`src/rtl/fetch_ctrl_if.sv`:
```
// Bundle between the fetch sequencer, the instruction bus and the ID stage.
// master = fetch_ctrl; slave = bus/pipeline side.
interface fetch_ctrl_if;
  logic        flush;
  logic [31:0] flush_pc;
  logic        br_flag;
  logic [31:0] br_addr;
  logic        usermode;
  logic        id_stall;
  logic        ib_req;
  logic [31:0] ib_addr;
  logic        ib_gnt;
  logic        ib_rvalid;
  logic [31:0] ib_rdata;
  logic        if_valid;
  logic [31:0] if_pc;
  logic [31:0] if_inst;
  logic        if_adel;

  modport master (
    input  flush, flush_pc, br_flag, br_addr, usermode, id_stall,
    input  ib_gnt, ib_rvalid, ib_rdata,
    output ib_req, ib_addr, if_valid, if_pc, if_inst, if_adel
  );

  modport slave (
    output flush, flush_pc, br_flag, br_addr, usermode, id_stall,
    output ib_gnt, ib_rvalid, ib_rdata,
    input  ib_req, ib_addr, if_valid, if_pc, if_inst, if_adel
  );
endinterface

```
`src/rtl/fetch_ctrl.sv`:
```
// Instruction-fetch sequencer: owns the fetch PC, issues one bus request at a time,
// buffers one instruction for ID and applies branch (after delay slot) and flush redirects.
module fetch_ctrl #(
  parameter logic [31:0] RESET_PC = 32'hBFC0_0000
) (
  input logic           clk_i,
  input logic           rst_ni,
  fetch_ctrl_if.master  bus
);

  typedef enum logic [1:0] {StIdle, StReq, StWait, StHold} state_e;

  state_e      state_q;
  logic [31:0] fetch_pc_q;
  logic        br_pend_q;
  logic [31:0] br_tgt_q;
  logic        drop_q;
  logic [31:0] buf_pc_q;
  logic [31:0] buf_inst_q;
  logic        buf_adel_q;

  logic adel;
  logic req;
  logic hold;

  // Misaligned fetch, or kernel segment touched from user mode.
  assign adel = (fetch_pc_q[1:0] != 2'b00) || (bus.usermode && fetch_pc_q[31]);
  assign req  = (state_q == StReq) && !adel;
  assign hold = (state_q == StHold);

  assign bus.ib_req   = req;
  assign bus.ib_addr  = fetch_pc_q;
  assign bus.if_valid = hold;
  assign bus.if_pc    = hold ? buf_pc_q   : 32'h0;
  assign bus.if_inst  = hold ? buf_inst_q : 32'h0;
  assign bus.if_adel  = hold ? buf_adel_q : 1'b0;

  always_ff @(posedge clk_i or negedge rst_ni) begin
    if (!rst_ni) begin
      state_q    <= StIdle;
      fetch_pc_q <= RESET_PC;
      br_pend_q  <= 1'b0;
      br_tgt_q   <= 32'h0;
      drop_q     <= 1'b0;
      buf_pc_q   <= 32'h0;
      buf_inst_q <= 32'h0;
      buf_adel_q <= 1'b0;
    end else if (bus.flush) begin
      br_pend_q  <= 1'b0;
      fetch_pc_q <= bus.flush_pc;
      unique case (state_q)
        StIdle: state_q <= StReq;
        StReq: begin
          // A request granted on the flush cycle is still owed a response; drop it.
          if (req && bus.ib_gnt) begin
            state_q <= StWait;
            drop_q  <= 1'b1;
          end else begin
            state_q <= StReq;
          end
        end
        StWait: begin
          if (bus.ib_rvalid) begin
            state_q <= StReq;
            drop_q  <= 1'b0;
          end else begin
            drop_q  <= 1'b1;
          end
        end
        StHold: state_q <= StReq;
        default: state_q <= StIdle;
      endcase
    end else begin
      if (bus.br_flag && !bus.id_stall) begin
        br_pend_q <= 1'b1;
        br_tgt_q  <= bus.br_addr;
      end
      unique case (state_q)
        StIdle: state_q <= StReq;
        StReq: begin
          if (adel) begin
            buf_pc_q   <= fetch_pc_q;
            buf_inst_q <= 32'h0;
            buf_adel_q <= 1'b1;
            state_q    <= StHold;
          end else if (bus.ib_gnt) begin
            state_q <= StWait;
          end
        end
        StWait: begin
          if (bus.ib_rvalid) begin
            if (drop_q) begin
              drop_q  <= 1'b0;
              state_q <= StReq;
            end else begin
              buf_pc_q   <= fetch_pc_q;
              buf_inst_q <= bus.ib_rdata;
              buf_adel_q <= 1'b0;
              state_q    <= StHold;
            end
          end
        end
        StHold: begin
          if (!bus.id_stall) begin
            // A branch accepted alongside this slot makes it the delay slot: go to target next.
            if (bus.br_flag) begin
              fetch_pc_q <= bus.br_addr;
            end else if (br_pend_q) begin
              fetch_pc_q <= br_tgt_q;
            end else begin
              fetch_pc_q <= buf_pc_q + 32'd4;
            end
            br_pend_q <= 1'b0;
            state_q   <= StReq;
          end
        end
        default: state_q <= StIdle;
      endcase
    end
  end

endmodule

```
`src/flat_wrapper.sv`:
```
// flat-port wrapper written by rule: the top's interface ports become plain ports
module fetch_ctrl_flat 
#(
  parameter logic [31:0] RESET_PC = 32'hBFC0_0000
)
  (clk_i, rst_ni, bus_flush, bus_flush_pc, bus_br_flag, bus_br_addr, bus_usermode, bus_id_stall, bus_ib_gnt, bus_ib_rvalid, bus_ib_rdata, bus_ib_req, bus_ib_addr, bus_if_valid, bus_if_pc, bus_if_inst, bus_if_adel);
  fetch_ctrl_if bus_i ();
  input logic clk_i;
  input logic rst_ni;
  input wire logic [$bits(bus_i.flush)-1:0] bus_flush;
  input wire logic [$bits(bus_i.flush_pc)-1:0] bus_flush_pc;
  input wire logic [$bits(bus_i.br_flag)-1:0] bus_br_flag;
  input wire logic [$bits(bus_i.br_addr)-1:0] bus_br_addr;
  input wire logic [$bits(bus_i.usermode)-1:0] bus_usermode;
  input wire logic [$bits(bus_i.id_stall)-1:0] bus_id_stall;
  input wire logic [$bits(bus_i.ib_gnt)-1:0] bus_ib_gnt;
  input wire logic [$bits(bus_i.ib_rvalid)-1:0] bus_ib_rvalid;
  input wire logic [$bits(bus_i.ib_rdata)-1:0] bus_ib_rdata;
  output wire logic [$bits(bus_i.ib_req)-1:0] bus_ib_req;
  output wire logic [$bits(bus_i.ib_addr)-1:0] bus_ib_addr;
  output wire logic [$bits(bus_i.if_valid)-1:0] bus_if_valid;
  output wire logic [$bits(bus_i.if_pc)-1:0] bus_if_pc;
  output wire logic [$bits(bus_i.if_inst)-1:0] bus_if_inst;
  output wire logic [$bits(bus_i.if_adel)-1:0] bus_if_adel;
  assign bus_i.flush = bus_flush;
  assign bus_i.flush_pc = bus_flush_pc;
  assign bus_i.br_flag = bus_br_flag;
  assign bus_i.br_addr = bus_br_addr;
  assign bus_i.usermode = bus_usermode;
  assign bus_i.id_stall = bus_id_stall;
  assign bus_i.ib_gnt = bus_ib_gnt;
  assign bus_i.ib_rvalid = bus_ib_rvalid;
  assign bus_i.ib_rdata = bus_ib_rdata;
  assign bus_ib_req = bus_i.ib_req;
  assign bus_ib_addr = bus_i.ib_addr;
  assign bus_if_valid = bus_i.if_valid;
  assign bus_if_pc = bus_i.if_pc;
  assign bus_if_inst = bus_i.if_inst;
  assign bus_if_adel = bus_i.if_adel;
  fetch_ctrl #(.RESET_PC(RESET_PC)) u_core (.clk_i(clk_i), .rst_ni(rst_ni), .bus(bus_i));
endmodule
```
`config.mk`:
```
export PLATFORM = sky130hd
export DESIGN_NAME = fetch_ctrl_flat
export DESIGN_NICKNAME = d
export VERILOG_FILES = /design/src/rtl/fetch_ctrl_if.sv /design/src/rtl/fetch_ctrl.sv /design/src/flat_wrapper.sv
export SDC_FILE = /design/constraint.sdc
export NUM_CORES = 1
export LEC_CHECK = 0
export CAP_MARGIN = 40
export CORE_ASPECT_RATIO = 1.1
export CORE_UTILIZATION = 52
export DETAILED_ROUTE_END_ITERATION = 7
export PLACE_DENSITY = 0.86
export SYNTH_ARGS = -nofsm -noshare
export SYNTH_HDL_FRONTEND = slang
export SYNTH_SLANG_ARGS = --single-unit
export TNS_END_PERCENT = 20
```
`constraint.sdc`:
```
create_clock -name clk_i -period 3.5 [get_ports clk_i]
set_clock_uncertainty 0.15 [all_clocks]
set_input_delay 0.875 -clock clk_i [delete_from_list [all_inputs] [get_ports clk_i]]
set_output_delay 0.875 -clock clk_i [all_outputs]
set_load 0.05 [all_outputs]
```
==> Word level (Yosys, flattened, before mapping) <==
Index checks and enable logic that the tools add are counted.
{ "word_totals": {"ff_bits": 133, "inputBits": 104, "out_inout_bits": 99, "elab_cells": 79} }
{ "op_classes": {"add_sub_neg": 1, "n_eq_ne": 10, "n_mux": 40, "bitwise": 1, "reduce_logical": 19} }
{ "ops": {"columns": ["operator", "count"], "rows": [
  ["32-bit 2-to-1 mux", 13],
  ["32-bit one-hot mux with 2 select lines", 2],
  ["32-bit by 3-bit adder with 32-bit output, second input constant", 1],
  ["2-bit 2-to-1 mux", 8],
  ["1-bit 2-to-1 mux", 13],
  ["2-bit nonzero test", 5],
  ["2-bit one-hot mux with 4 select lines", 1],
  ["2-bit inequality test, second input constant", 3],
  ["3-bit inequality test, second input constant", 2],
  ["2-bit one-hot mux with 3 select lines", 1],
  ["5-bit AND reduction", 1],
  ["2-bit equality test, second input constant", 2],
  ["1-bit logical AND", 4],
  ["4-bit by 3-bit inequality test with 1-bit output, second input constant", 1],
  ["1-bit one-hot mux with 2 select lines", 2],
  ["2-bit AND reduction", 2],
  ["4-bit AND reduction", 1],
  ["3-bit AND reduction", 1],
  ["2-bit by 1-bit equality test with 1-bit output, second input constant", 1],
  ["1-bit logical NOT", 2],
  ["2-bit logical NOT", 1],
  ["2-bit by 1-bit inequality test with 1-bit output, second input constant", 1],
  ["2-bit OR reduction", 1],
  ["1-bit logical OR", 1],
  ["1-bit NOT", 1]
]} }

==> Logic depth before layout (Yosys ltp) <==
Gate-level depths: netlist of run 1.
{ "logic_depth": {"word_depth": 8, "depth_mapped": 9, "depth_no_buf": 6} }

==> Worst setup path after synthesis of run 1 <==
OpenSTA, ideal clock, no wires.
{ "synth_timing": {"path_type": "reg-to-output", "from": "register u_core.state_q[0]", "to": "output bus_if_inst[11]", "arrival_time_ns": 1.879, "required_time_ns": 2.475, "slack_ns": 0.596, "stages_incl_launch_ff": 5, "path_buffers": 2, "cell_sequence": "dfrtp_1 > ha_1 > clkbuf_1 > clkbuf_1 > and2_1"} }
{ "synth_between": {"elab_chain_cells": 2} }
{ "synth_lines": {"columns": ["element", "line", "source"], "rows": [
  ["start: declaration", "fetch_ctrl.sv:13", "state_e state_q;"],
  ["start signal: assignment", "fetch_ctrl.sv:40", "state_q <= StIdle;"],
  ["start signal: assignment", "fetch_ctrl.sv:52", "StIdle: state_q <= StReq;"],
  ["start signal: assignment", "fetch_ctrl.sv:56", "state_q <= StWait;"],
  ["2-bit equality test", "fetch_ctrl.sv:29", "assign hold = (state_q == StHold);"],
  ["net bus_if_valid", "flat_wrapper.sv:21", "output wire logic [$bits(bus_i.if_valid)-1:0] bus_if_valid;"],
  ["32-bit 2-to-1 mux", "fetch_ctrl.sv:35", "assign bus.if_inst = hold ? buf_inst_q : 32'h0;"],
  ["end: declaration", "flat_wrapper.sv:23", "output wire logic [$bits(bus_i.if_inst)-1:0] bus_if_inst;"]
]} }
The timed path passes the listed nets, and every way through them passes these cells.

==> Final worst setup path of run 1 <==
{ "layout_timing": {"from": "input bus_usermode", "to": "output bus_ib_req"} }
{ "layout_between": {"elab_chain_cells": 4} }
{ "layout_lines": {"columns": ["element", "line", "source"], "rows": [
  ["start: declaration", "flat_wrapper.sv:14", "input wire logic [$bits(bus_i.usermode)-1:0] bus_usermode;"],
  ["1-bit logical AND", "fetch_ctrl.sv:27", "assign adel = (fetch_pc_q[1:0] != 2'b00) || (bus.usermode && fetch_pc_q[31]);"],
  ["1-bit logical OR", "fetch_ctrl.sv:27", null],
  ["1-bit logical NOT", "fetch_ctrl.sv:28", "assign req = (state_q == StReq) && !adel;"],
  ["1-bit logical AND", "fetch_ctrl.sv:28", null],
  ["end: declaration", "flat_wrapper.sv:19", "output wire logic [$bits(bus_i.ib_req)-1:0] bus_ib_req;"]
]} }
Every way passes these cells.

==> metrics.txt, run 1 <==
Iter 0 DRT Violations=~600; max cap viols=0; DIE AREA=~14,000 um2; # DRC=0; reg-to-reg slack, setup=0.93 ns; TritonCTS Buffers=17; final global-route overflow total=0; Chip Width=between 100 and 150 um; Clock power frac=26.0%; net switching power=2.842 mW; top-area cell type share of the netlist area=between 40% and 50%; Pwr Density=713.6 nW/um2; starting density of the core=54.04%; CP Class=input pin to output port; Bufs on Longest Clock Path=2; period utilization=88.41%; CP Capture Point=bus_ib_req; first-pass GRT wire length=32,930 um; hold buffers post-CTS=0; Crit Reg-Reg Startpoint=u_core.state_q[0]; count leader, synth=dfrtp_1; Layout area overhead=35.59%; Fin Hold WS=0.3066 ns; post-synthesis sequential element count=133; Max FO, Critical Path=3; RSZ-0062 raised after global routing=false; GPL Wtd Cong=between 0.8 and 0.9; Startpoint Class=input pin; CTS tree=done; io pins=203; routed vias/inst=5.848; Root Buffer=clkbuf_16; Post-CTS Setup Bufs=0; top post-synthesis cells by count=dfrtp_1 (124), nand2_1 (103), and2_1 (66), mux2_2 (65), o21ai_0 (59); total track usage=between 20 and 30%; Gate power share=38.6%; TNS Setup=0 ns; PortBufs=202; number of global-route vias before repair=roughly 6.3k; Slew @ Worst Pin=0.8837 ns; mapped cell area=7259 um2; Synth Area per Inst=9.757 um2; DR WL/cell=about 19 um; Max rail drop VDD=0.3542 mV; DR vias=6,585; Max transition margin=40.97%; total wire length=20,870 um; sw frac=40.47%; r2r worst-path depth=6; Seq/Total Area, Yosys=46.00%; status=finished, final reports clean; HP Class=input pin to asynchronous set/reset pin; Core Area=13,430 um2; Fin. Hold Viols=0; Crit. End Element=output port; Antenna Cells=0; largest net degree at the start of global routing=67; asr flop ratio synth=100.0%; Internal Power=4.181 mW; cell accounting for the most synthesized area=dfrtp_1; clk slew on worst S/H paths=0.06 ns; ratio of cells with drive above 1 in the final layout=22.29%; Layout Utilization=73.28%; number of flops mapped to enable cells by yosys=0; Seq pwr share=between 30% and 40%; Seq. cell area=3339 um2; H-tree Lvls=4; DP Worst Slack=0.3909 ns; synth unique cells=68; Synth Net Count=853; Post-Place Cells=1,094; TritonRoute pass-1 iters=5; fmax=roughly 0.32 GHz; reg2reg end=u_core.bus.ib_addr[10]; post-cts resize count=0; Nets=1,038; fillcell total=1,034; YS warnings=0; Final Max Tran Viols=0; area of the multi-input gates=3573 um2; crit path DAT=2.07 ns; setup slack after layout=between 0.4 and 0.5 ns; clk sinks=133; ANT nets after route=0; Pleak=4.121 nW; Post-DP HPWL=14,840 um; clk_lat worst skew=0.41 ns; initial antenna violation count=0; final worst path period need=3.094 ns; CP startpoint=bus_usermode; synth top area cells=dfrtp_1 (43%), mux2_2 (10%), and2_1 (5.7%); Required @ worst endpoint=2.47 ns; Post-Synthesis Cells=about 740; # rows=44; Finished Layout Cells=1,126; Top FF cell, synth=dfrtp_1; final setup vio count=0; die height=125.9 um
-- power groups by stage --
stage	registers (mW)	logic, mW	clock network, mW
floorplan	2.52	1.76	0
global placement	2.46	2.63	0
detailed placement	2.48	2.68	0
CTS	2.47	2.71	1.84
global route	2.54	2.88	1.92
finish	2.49	2.71	1.83
-- per-stage QoR --
stage | cell area (um2) | power, mW
after floorplan | 7259 | 4.282
after global placement | 9238 | 5.087
after detailed placement | 9238 | 5.163
after CTS | 9843 | 7.015
after global routing | 9843 | 7.341
final | 9843 | 7.024
-- kinds of logic after synthesis --
group,share of synthesized area [%]
AO/OA/AOI/OAI,13.67
XOR/XNOR,2.775
adder cells (fa/ha/maj),0.8618
buffers and inverters,5.033
flip-flops,46.00
multiplexers,11.32
AND/OR/NAND/NOR,20.34
-- critical path, cell delays in order --
cell             delay [ns]
clkdlybuf4s50_1        0.39
a211oi_1               0.29
buf_4                  0.19
nand2_1                0.07
inv_1                  0.11
buf_12                 0.14
-- sequential cells by signal, indices dropped and copies added (netlist names) --
register,cells
u_core.br_pend_q,1
u_core.br_tgt_q,32
u_core.buf_adel_q,1
u_core.buf_inst_q,32
u_core.buf_pc_q,32
u_core.bus.ib_addr,32
u_core.drop_q,1
u_core.state_q,2
-- final cells by class --
type	instances	area share (%)
clock buffer	18	4.360
clock inverter	14	1.792
inverter	9	0.3432
multi-input combinational	545	36.30
sequential	133	33.93
tap	184	2.339
timing repair buffer	223	20.94
-- routing by layer --
layer  vias up  GRT usage (%)  routed length [um]  share of wire, %
met5         -              0                   0                 0
met4         0          12.38                 694               3.3
met3        62          7.026                1789               8.6
met2       361          46.42                9877                47
met1      3164          39.12                8509                41
li1       2998              -                   -                 -
-- cell usage in the layout, fill, tap and decap left out, types with 5 or more instances in the layout --
master             n
nor3_1            15
and2_1            66
a21oi_1           35
buf_4             83
and3_1             5
xnor2_1           14
a221oi_1          10
nand3_1           15
clkdlybuf4s50_1  134
mux2i_1            9
a211oi_1           6
clkbuf_16         17
dfrtp_1          124
a31oi_1            6
nand2b_1           5
clkinvlp_4         5
nor2_1            34
xor2_1             9
o21ai_0           59
inv_1              9
nand4_1           15
dfstp_2            9
nand2_1          103
o221ai_1           5
mux2_2            65
-- worst min-delay path by stage --
stage,from,to,slack (ns),cells past startpoint
finish,rst_ni,u_core.br_tgt_q[1],0.31,1
global route,rst_ni,u_core.bus.ib_addr[3],0.34,1
CTS,rst_ni,u_core.bus.ib_addr[3],0.32,1
detailed placement,u_core.buf_inst_q[26],u_core.buf_inst_q[26],0.31,2
global placement,u_core.buf_inst_q[26],u_core.buf_inst_q[26],0.30,2
floorplan,u_core.buf_adel_q,u_core.buf_adel_q,0.29,2
Note: power is estimated with default switching activity, not from simulation.
==> run 2, diff against run 1 <==
SLEW_MARGIN = 20   (was default)
==> run 2 against run 1 <==
Effect of this change: sequential share of layout area is essentially flat; combinational power about the same; via count about the same; utilization rose by 0.056 points; final cell count about the same.
==> metrics.txt, run 2 (synthesis gave the netlist of run 1 again) <==
clk sinks=133 (unchanged); number of global-route vias before repair=6,283 (unchanged); Max rail drop VDD=0.3570 mV (+0.78%); Nets=1,039 (+0.096%); # DRC=0 (unchanged); post-cts resize count=0 (unchanged); final global-route overflow total=0 (unchanged); reg-to-reg slack, setup=0.95 ns (+0.02 ns); Max transition margin=58.56% (+18 points); ratio of cells with drive above 1 in the final layout=22.38% (+0.082 points); TNS Setup=0 ns (unchanged); ANT nets after route=0 (unchanged); Post-DP HPWL=14,840 um (unchanged); die height=125.9 um (unchanged); fillcell total=1,032 (-0.19%); DR WL met2=9910 um (+0.33%); max cap viols=0 (unchanged); RSZ-0062 raised after global routing=false; HP Class=input pin to asynchronous set/reset pin; most frequent cells in the layout=clkdlybuf4s50_1 (134), dfrtp_1 (124), nand2_1 (103); Fin Hold WS=0.3024 ns (-0.004182 ns); Fin. Hold Viols=0 (unchanged); Chip Width=114.7 um (unchanged); net switching power=2.844 mW (about the same); TritonRoute pass-1 iters=5 (unchanged); Gate power share=38.5% (about the same); Iter 0 DRT Violations=555 (-7.2%); Crit. End Element=output port; crit path DAT=2.06 ns (about the same); CP Class=input pin to output port; io pins=203 (unchanged); H-tree Lvls=4 (unchanged); Root Buffer=clkbuf_16; initial antenna violation count=0 (unchanged); Required @ worst endpoint=2.47 ns (about the same); starting density of the core=54.04% (unchanged); final worst path period need=3.087 ns (-0.007020 ns); commonest non-fill, non-tap cell in the layout=clkdlybuf4s50_1; TritonCTS Buffers=17 (unchanged); DR WL/cell=18.54 um (about the same); DIE AREA=14,440 um2 (unchanged); Core Area=13,430 um2 (unchanged); Antenna Cells=0 (unchanged); Bufs on Longest Clock Path=2 (unchanged); Final Max Tran Viols=0 (unchanged); largest net degree at the start of global routing=67 (unchanged); routed wl met3=1679 um (-6.1%); total wire length=20,900 um (+0.12%); Largest stage delay, worst path=0.39 ns (about the same); Internal Power=4.182 mW (about the same); Max FO, Critical Path=3 (unchanged); sw frac=40.48% (about the same); Pleak=4.126 nW (+0.12%); final setup vio count=0 (unchanged); Pwr Density=713.3 nW/um2 (about the same); CP max-delay cell=clkdlybuf4s50_1; fmax=0.3239 GHz (+0.23%); CTS tree=done; first-pass GRT wire length=32,930 um (unchanged); period utilization=88.20% (-0.20 points); Slew @ Worst Pin=0.6216 ns (-0.2620 ns); uppermost layer routed=met4; # rows=44 (unchanged); Clock power frac=26.0% (about the same); Post-CTS Setup Bufs=0 (unchanged); routed vias/inst=5.838 (-0.18%); clk slew on worst S/H paths=0.06 ns (about the same); DR vias=6,579 (-0.091%); met1 wire length=8628 um (+1.4%); hold buffers post-CTS=0 (unchanged); Layout area overhead=35.69% (about the same); CP bufs+invs=4 (unchanged); Seq pwr share=35.4% (about the same); Worst path top cell family by delay=buffers and inverters; PortBufs=202 (unchanged); status=finished, final reports clean; GPL Wtd Cong=0.8917 (unchanged); Startpoint Class=input pin; critical path cell sequence=clkdlybuf4s50_1 > a211oi_1 > buf_4 > nand2_1 > inv_1 > buf_12; total track usage=29.53% (unchanged); clk_lat worst skew=0.42 ns (about the same)
run 2: area by class of cell:
cell class                 instances  area [um2]  area share, %
sequential                       133        3339          33.90
clock buffer                      18       429.2          4.357
clock inverter                    14       176.4          1.791
inverter                           9       33.78         0.3429
multi-input combinational        545        3573          36.28
timing repair buffer             224        2068          21.00
tap                              184       230.2          2.337
run 2: power by group through the flow:
| stage | Clock, mW | Combinational, mW | Sequential (mW) |
|---|---|---|---|
| 3_3_place_gp | 0 | 2.63 | 2.46 |
| 6_report | 1.83 | 2.71 | 2.49 |
| 2_1_floorplan | 0 | 1.76 | 2.52 |
| 5_1_grt | 1.92 | 2.88 | 2.54 |
| 3_5_place_dp | 0 | 2.68 | 2.48 |
| 4_1_cts | 1.84 | 2.71 | 2.47 |
run 2: stage by stage:
stage                     std cells  instance area, um2  power (mW)  setup slack (ns)  utilization (%)
after global routing           1127                9851       7.342            0.3194            73.33
after detailed placement       1094                9238       5.163            0.3909            68.77
final                          1127                9851       7.026            0.4128            73.33
after floorplan                 744                7259       4.282            0.5961                -
after CTS                      1126                9843       7.015            0.3915            73.28
after global placement         1094                9238       5.087            0.3931            68.77
run 2: routing by layer:
layer | global-route usage [%] | up-vias
li1 | - | 3000
met1 | 39.12 | 3174
met5 | 0 | -
met3 | 7.026 | 58
met2 | 46.42 | 347
met4 | 12.38 | 0
run 2: path summary, 6_finish.rpt:
kind / from / end / cells after the start
setup / recovery: bus_usermode / bus_ib_req / 6
hold / removal: rst_ni / u_core.bus.ib_addr[3] / 1
setup reg to reg: u_core.state_q[0] / u_core.bus.ib_addr[15] / 6
hold reg to reg: u_core.buf_inst_q[26] / u_core.buf_inst_q[26] / 2
max in group asynchronous: rst_ni / u_core.bus.ib_addr[28] / 2
min in group clk_i: u_core.buf_inst_q[26] / u_core.buf_inst_q[26] / 2
==> run 3, diff against run 2 <==
CORE_UTILIZATION = 54   (was 52)
CTS_BUF_LIST = sky130_fd_sc_hd__clkbuf_8   (was default)
PLACE_DENSITY = 0.89   (was 0.86)
==> run 3 against run 2 <==
Effect of this change: clock power is 23% lower; worst setup slack worse by 0.10 ns; wire length is 0.24% higher; final cell count is 2.0% lower; final area is 1.7% lower; sequential cell count stayed put; global-route usage is 1.2 points higher; clock-buffer cell count is 1 higher; critical path type is now register to output port.
==> metrics.txt, run 3 (synthesis gave the netlist of run 1 again) <==
status=finished, final reports clean; final global-route overflow total=0 (unchanged); TNS Setup=0 ns (unchanged); crit path DAT=2.17 ns (+0.11 ns); io pins=203 (unchanged); post-route cell area=9686 um2 (-1.7%); r2r worst-path depth=9 (+3); # rows=44 (unchanged); first-pass GRT wire length=32,840 um (-0.29%); Layout Utilization=73.61% (+0.28 points); Nets=1,039 (unchanged); GPL Wtd Cong=0.8854 (-0.71%); fmax=0.3134 GHz (-3.3%); die height=123.6 um (-1.8%); total track usage=30.77% (+1.2 points); Startpoint Class=register; starting density of the core=55.17% (+1.1 points); Max FO, Critical Path=35 (+32); Bufs on Longest Clock Path=2 (unchanged); fillcell total=961 (-6.9%); most frequent cells in the layout=clkdlybuf4s50_1 (134), dfrtp_1 (124), nand2_1 (103); ANT nets after route=0 (unchanged); number of global-route vias before repair=6,350 (+1.1%); clk sinks=133 (unchanged); Crit Reg-Reg Startpoint=u_core.state_q[0]; final worst path period need=3.191 ns (+0.1038 ns); DR vias=6,584 (+0.076%); Iter 0 DRT Violations=543 (-2.2%); largest net degree at the start of global routing=61 (-9.0%); area of the multi-input gates=3583 um2 (+0.28%); DIE AREA=13,910 um2 (-3.6%); DR WL/cell=18.97 um (+2.3%); Crit. End Element=output port; PortBufs=202 (unchanged); routed vias/inst=5.964 (+2.2%); Max transition margin=58.21% (-0.35 points); reg2reg end=u_core.bus.ib_addr[28]; clk slew on worst S/H paths=0.08 ns (+0.02 ns); Post-DP HPWL=15,130 um (+2.0%); Chip Width=112.6 um (-1.8%); met3 GRT Util=7.299% (+0.27 points); CP Class=register to output port; Max rail drop VDD=0.4601 mV (+29%); Antenna Cells=0 (unchanged); met2 usage=49.46% (+3.0 points); gr busiest metal=met2; Pwr Density=686.3 nW/um2 (-3.8%); TritonCTS Buffers=17 (unchanged); final setup vio count=0 (unchanged); Core Area=13,160 um2 (-2.0%); Post-CTS Setup Bufs=0 (unchanged); Pleak=4.063 nW (-1.5%); PnR Total Power=6.648 mW (-5.4%); clk_lat worst skew=0.46 ns (+0.04 ns); max cap viols=0 (unchanged); Root Buffer=clkbuf_8; total wire length=20,950 um (+0.24%); Final Max Tran Viols=0 (unchanged); Fin. Hold Viols=0 (unchanged); initial antenna violation count=0 (unchanged); Slew @ Worst Pin=0.6269 ns (+0.005264 ns); H-tree Lvls=4 (unchanged); Layout area overhead=33.42%; TritonRoute pass-1 iters=5 (unchanged); HP Class=input pin to asynchronous set/reset pin; Fin Hold WS=0.2211 ns (-0.08129 ns); commonest non-fill, non-tap cell in the layout=clkdlybuf4s50_1; placed cell area=9241 um2 (about the same); RSZ-0062 raised after global routing=false; # DRC=0 (unchanged); Seq. cell area=3339 um2 (unchanged); ratio of cells with drive above 1 in the final layout=22.48% (+0.11 points); reg-to-reg slack, setup=0.87 ns (-0.08 ns); CTS tree=done; Required @ worst endpoint=2.47 ns (about the same); met1 usage in global routing=39.90% (+0.78 points); period utilization=91.17% (+3.0 points)
==> run 3: cell types whose count changed in the layout (fill, tap and decap cells not counted), moves of 2 or more <==
cell / previous run / this run
buf_12: 4 / 6
clkbuf_8: 0 / 19
clkinv_4: 1 / 3
clkbuf_16: 17 / 0
==> run 3: worst max-delay path by stage <==
| stage | start | endpoint |
|---|---|---|
| after floorplan | u_core.state_q[0] | bus_if_inst[11] |
| after global placement | bus_usermode | bus_ib_req |
| after detailed placement | bus_usermode | bus_ib_req |
| after CTS | u_core.state_q[0] | bus_if_valid |
| after global routing | u_core.state_q[0] | bus_if_valid |
| final | u_core.state_q[0] | bus_if_valid |
==> run 3: layout make-up <==
type | instances | share of cell area [%]
Clock buffer | 19 | 2.700
Clock inverter | 13 | 1.783
Inverter | 9 | 0.3488
Multi-Input combinational cell | 545 | 37.00
Sequential cell | 133 | 34.48
Tap cell | 161 | 2.080
Timing Repair Buffer | 224 | 21.61
==> run 3: critical path, stage by stage (launching register included) <==
cell and delay (ns):
dfrtp_1 0.47, ha_4 0.37, clkdlybuf4s50_1 0.86
==> run 3: report_power, final <==
group	switching, mW	internal, mW
clock network	0.650	0.751
registers	0.548	1.95
logic	1.61	1.13
==> run 3: stage by stage <==
step / instances / setup slack (ns)
after floorplan: 744 / 0.5961
after global placement: 1071 / 0.3933
after detailed placement: 1072 / 0.4132
after CTS: 1104 / 0.07462
after global routing: 1104 / 0.1873
final: 1104 / 0.3090
==> run 3: timing repair <==
action,4_1_cts,5_1_grt
resized for setup,0,1
hold buffers,0,0
setup endpoints to repair,0,1
==> run 3: routing by layer <==
layer,routed length (um),vias to the layer above
met5,0,-
met3,1797,60
met1,8546,3132
met2,9938,406
li1,-,2986
met4,663,0
